==> config.mk <==
export PLATFORM = sky130hd
export DESIGN_NAME = rr_arb_mux
export DESIGN_NICKNAME = d
export VERILOG_FILES = /design/src/rtl/arb_pkg.sv /design/src/rtl/rr_pick.sv /design/src/rtl/rr_arb_mux.sv
export SDC_FILE = /design/constraint.sdc
export NUM_CORES = 1
export LEC_CHECK = 0
export ABC_AREA = 1
export CAP_MARGIN = 10
export CORE_MARGIN = 10
export CORE_UTILIZATION = 43
export CTS_BUF_LIST = sky130_fd_sc_hd__clkbuf_8 sky130_fd_sc_hd__clkbuf_16
export CTS_CLUSTER_SIZE = 16
export DETAILED_ROUTE_END_ITERATION = 10
export PLACE_DENSITY = 0.95
export SLEW_MARGIN = 15
export SYNTH_ARGS = -nofsm -noshare
export SYNTH_HDL_FRONTEND = slang
export SYNTH_SLANG_ARGS = --single-unit
export TNS_END_PERCENT = 1
==> constraint.sdc <==
create_clock -name clk -period 8.6 [get_ports clk]
set_input_delay 1.72 -clock clk [delete_from_list [all_inputs] [get_ports clk]]
set_output_delay 1.72 -clock clk [all_outputs]
set_load 0.1 [all_outputs]
==> src/rtl/arb_pkg.sv <==
// arb_pkg: shared arbitration mode enum and channel-count limit
package arb_pkg;
  typedef enum logic {ARB_FIXED, ARB_RR} arb_mode_e;
  localparam int ARB_MAX_N = 16;
endpackage

==> src/rtl/rr_pick.sv <==
// rr_pick: rotating-priority encoder, first set req at or after start wins
module rr_pick
  import arb_pkg::*;
#(
  parameter int N = 5,
  localparam int IDX_W = N > 1 ? $clog2(N) : 1
) (
  input  logic [N-1:0]     req,
  input  logic [IDX_W-1:0] start,
  output logic [IDX_W-1:0] gnt_idx,
  output logic             any
);
  logic [N-1:0] rot;
  logic [IDX_W:0] off, sum;
  always_comb begin
    rot = N'({req, req} >> start);
    off = '0;
    for (int i = N - 1; i >= 0; i--) off = rot[i] ? (IDX_W+1)'(i) : off;
    sum = {1'b0, start} + off;
    gnt_idx = IDX_W'(sum >= (IDX_W+1)'(N) ? sum - (IDX_W+1)'(N) : sum);
    any = |req;
  end
endmodule

==> src/rtl/rr_arb_mux.sv <==
// rr_arb_mux: N-way arbitrated mux with valid/ready handshakes and a registered output stage
module rr_arb_mux
  import arb_pkg::*;
#(
  parameter int WIDTH = 32,
  parameter int N = 5,
  parameter arb_mode_e MODE = ARB_RR,
  localparam int IDX_W = N > 1 ? $clog2(N) : 1
) (
  input  logic               clk,
  input  logic               rst,
  input  logic [N-1:0]       in_valid,
  input  logic [N*WIDTH-1:0] in_data,
  output logic [N-1:0]       in_ready,
  output logic               out_valid,
  output logic [WIDTH-1:0]   out_data,
  output logic [IDX_W-1:0]   out_idx,
  input  logic               out_ready
);
  logic [IDX_W-1:0] ptr, g;
  logic any, load;
  rr_pick #(.N(N)) u_pick (
    .req(in_valid),
    .start(MODE == ARB_RR ? ptr : '0),
    .gnt_idx(g),
    .any(any)
  );
  always_comb begin
    load = ~out_valid | out_ready;
    in_ready = (load & any & ~rst) ? N'(1) << g : '0;
  end
  // wrap is explicit so non-power-of-two N never points past the last channel
  always_ff @(posedge clk) begin
    if (rst) begin
      out_valid <= 1'b0;
      out_data <= '0;
      out_idx <= '0;
      ptr <= '0;
    end else if (load) begin
      out_valid <= any;
      if (any) begin
        out_data <= in_data[g*WIDTH +: WIDTH];
        out_idx <= g;
        ptr <= MODE == ARB_RR ? (g == IDX_W'(N - 1) ? '0 : g + IDX_W'(1)) : '0;
      end
    end
  end
endmodule

==> flow_summary.ini <==
[yosys]
largest_family_of_logic_cells_by_synthesized_area = simple AND/OR/NAND/NOR gates
post_synth_most_frequent_cells = sky130_fd_sc_hd__nand2_1, sky130_fd_sc_hd__nand3_1, sky130_fd_sc_hd__a21oi_1
synth-compound-area-share = 0.1474
synth.top_cell.area_share = 0.2352
post_synthesis_register_bit_count = 39
post_synth_mux_area_share = 0.002581
postSynthNetCount = 875
postSynth.topFlopCell = sky130_fd_sc_hd__dfxtp_1
synth_edf_count = 0
ys.warnings.count = 0
syn_avg_cell_area_sq_um = 5.541
synth_adder_area_share = 0.02452
synth_area_leader_cell = sky130_fd_sc_hd__nand2_1
async_s_r_ff_share_synth = 0
area_contributors_post_synth = sky130_fd_sc_hd__nand2_1, sky130_fd_sc_hd__nand3_1, sky130_fd_sc_hd__dfxtp_1
synth_xor_xnor_area_share = 0
netlist-cell-type-count = 26
post_synth_and_or_nand_nor_area_fraction = 0.5132
synth_cells = 700
synth_sequential_area_ratio = 0.2013
syn-cell-area_sq_mm = 0.003879
yosysMostFrequentCell = sky130_fd_sc_hd__nand2_1

[global_routing]
first_global_vias = 5167
grt_start_max_net_pins = 88
grt_first_pass_wirelength_mm = 25.99
grt_antenna_before_repair = 0
globalRouteTotalUtil = 0.2419
globalRoute.totalOverflow = 0

[routing]
dr.first_iter.drc_count = 469
ant_nets = 0
routed_wl_mm = 16.78
dr.pass1.iters = 5
wl_met2_mm = 8.181
drt_wl_cell_microns = 17.23
detail_route.drc_violations = 0
dr_total_vias = 5294
wl_met1_mm = 6.165
post_drt_via_cell_ratio = 5.435
dr.max_layer_used = met4
met3RoutedLength_mm = 1.804

[clocking]
cell_chosen_for_the_clock_root = sky130_fd_sc_hd__clkbuf_8
tritoncts = done
clkSlewWorstSetupHoldPaths_ns = 0.07
htreeDepth = 2
clock_sinks = 39
cts_hold_buf = 0
cts_resized = 0
ctsLongestPathBuffers = 2
numCtsBuffers = 5
cts_post_setup_buffers_inserted = 0
worstSkewPairLatency_ns = 0.30

[setup_path]
crit_arrival_ns = 6.01
timing.critical_path.fanout_max = 59
cp_endpoint = in_ready[4]
worst_setup_path_end_kind = primary output
criticalPathCategory = in2out
worstRegToRegCells = 21
crit-reg2reg-launch = ptr[0]
crit-reg2reg-capture = out_data[29]
cp.required_ns = 6.88
crit_path_start = in_valid[3]
timing.critical_path.from_type = primary input
reg2reg_setup_slack_ns = 4.30

[finish]
finalNonFillerCells = 974
nFillCells = 831
multi_input_area_sq_mm = 0.002675
area_growth_syn_to_layout_pct = 52.77
antennaDiodeCount = 0
final_net_count = 1040
drive_above_1_share = 0.03580
finalCoreUtilization = 0.6762
area.sequential_sq_um = 780.7

[die]
std_cell_rows = 34
die_y_microns = 115.0
die_width_microns = 115.0
die-area_sq_mm = 0.01322
core-area_sq_mm = 0.008763
initial_utilization = 0.4426
ioPinCount = 209

[timing]
slew_viol_final = 0
setup_tns_ns = 0
worst_slew_margin_rel = 0.3117
maximum_frequency_from_static_timing_analysis_ghz = 0.1293
rsz0062_at_grt = false
finalHoldViolations = 0
skew_ns = 0.01332
setup_violations = 0
final_min_period_over_clock_period = 0.8990
final_period_minus_worst_setup_slack_ns = 7.731
tightestPinTransition_ns = 1.029

[placement]
dpl.cell_count = 966
final_weighted_congestion_of_routability_driven_global_placement = 0.9702
hpwl_mm = 12.55
port_buffers = 208

[min_path]
hold_path_class = reg2reg

[status]
outcome = finished clean

[run]
maxCapViolCount = 0
==> worst min path at each step <==
stage | slack (ns) | endpoint | from | cells after the start
after floorplan | 0.50 | ptr[0] | ptr[0] | 2
after global placement | 0.48 | out_idx[1] | out_idx[1] | 2
after global routing | 0.55 | out_idx[0] | out_idx[0] | 2
final | 0.51 | out_idx[1] | out_idx[1] | 2
after CTS | 0.51 | out_idx[1] | out_idx[1] | 2
after detailed placement | 0.48 | out_idx[1] | out_idx[1] | 2
==> cell type report <==
type	count	area share
inverters	27	0.01710
clock inverters	3	0.002111
flip-flops and latches	39	0.1318
multi-input cells	578	0.4514
clock buffers	5	0.01161
repair buffers	214	0.3632
well taps	108	0.02280
==> state kept, by name, summed over array words and instances, names as in the netlist <==
signal and count:
out_valid 1, ptr 3, out_idx 3, out_data 32
==> metal layers <==
| metal | up-vias | global-route usage |
|---|---|---|
| li1 | 2634 | - |
| met1 | 2363 | 0.2572 |
| met2 | 256 | 0.4163 |
| met3 | 41 | 0.09323 |
| met4 | 0 | 0.1064 |
| met5 | - | 0 |
==> worst max-delay path: stages <==
cell	delay, ns
sky130_fd_sc_hd__clkdlybuf4s50_1	0.46
sky130_fd_sc_hd__inv_1	0.06
sky130_fd_sc_hd__o21ai_0	0.30
sky130_fd_sc_hd__nand2_1	0.08
sky130_fd_sc_hd__o21ai_0	0.08
sky130_fd_sc_hd__nand2_1	0.06
sky130_fd_sc_hd__nand2_1	0.08
sky130_fd_sc_hd__o211ai_1	0.08
sky130_fd_sc_hd__a21boi_0	0.19
sky130_fd_sc_hd__ha_1	0.21
sky130_fd_sc_hd__fa_1	0.41
sky130_fd_sc_hd__inv_1	0.16
sky130_fd_sc_hd__ha_1	0.17
sky130_fd_sc_hd__inv_1	0.04
sky130_fd_sc_hd__nand2_1	0.07
sky130_fd_sc_hd__nand3_2	0.15
sky130_fd_sc_hd__nand2_4	0.17
sky130_fd_sc_hd__nand2_4	0.34
sky130_fd_sc_hd__nand2_4	0.25
sky130_fd_sc_hd__inv_1	0.12
sky130_fd_sc_hd__nor2_2	0.24
sky130_fd_sc_hd__nand2_1	0.14
sky130_fd_sc_hd__nor2_1	0.21
sky130_fd_sc_hd__buf_12	0.21
==> per-stage QoR <==
stage | hold slack, ns | area, sq um | setup slack (ns)
2_1_floorplan | 0.5035 | 3879 | 0.6536
3_3_place_gp | 0.4802 | 5844 | 1.045
3_5_place_dp | 0.4847 | 5844 | 0.8864
4_1_cts | 0.5083 | 5926 | 0.8721
5_1_grt | 0.5463 | 5926 | 0.4058
6_report | 0.5054 | 5926 | 0.8690
==> cell usage in the layout, fill, tap and decap left out <==
master                            synthesis  layout
sky130_fd_sc_hd__buf_12                   0       3
sky130_fd_sc_hd__a21oi_1                 61      61
sky130_fd_sc_hd__nand2_1                243     243
sky130_fd_sc_hd__nor2_1                  47      47
sky130_fd_sc_hd__nor3_1                   2       2
sky130_fd_sc_hd__o21ai_0                 40      40
sky130_fd_sc_hd__nor2_2                   1       1
sky130_fd_sc_hd__o21ai_1                  1       1
sky130_fd_sc_hd__o21ai_4                  1       1
sky130_fd_sc_hd__dfxtp_1                 39      39
sky130_fd_sc_hd__clkinv_2                 0       1
sky130_fd_sc_hd__inv_2                    2       2
sky130_fd_sc_hd__ha_1                     6       6
sky130_fd_sc_hd__nand3_4                  0       1
sky130_fd_sc_hd__nand2_4                  4       4
sky130_fd_sc_hd__mux2i_1                  1       1
sky130_fd_sc_hd__nand2_2                  3       3
sky130_fd_sc_hd__or2_1                    1       1
sky130_fd_sc_hd__fa_1                     1       1
sky130_fd_sc_hd__clkbuf_8                 0       5
sky130_fd_sc_hd__nand3_1                157     157
sky130_fd_sc_hd__clkdlybuf4s50_1          0     203
sky130_fd_sc_hd__buf_4                    6       8
sky130_fd_sc_hd__a21boi_0                 1       1
sky130_fd_sc_hd__inv_1                   25      27
sky130_fd_sc_hd__nand3_2                  3       2
sky130_fd_sc_hd__o211ai_1                 5       5
==> logic make-up after synthesis <==
logic type,Yosys count
AOI/OAI and AO/OA,109
adders and majority gates,7
buffers and inverters,83
DFF,39
muxes,1
and+or+nand+nor,461
Power is left out: the tool's default activity adds up to more than one toggle a clock period on the data nets, which glitch-free logic cannot reach.
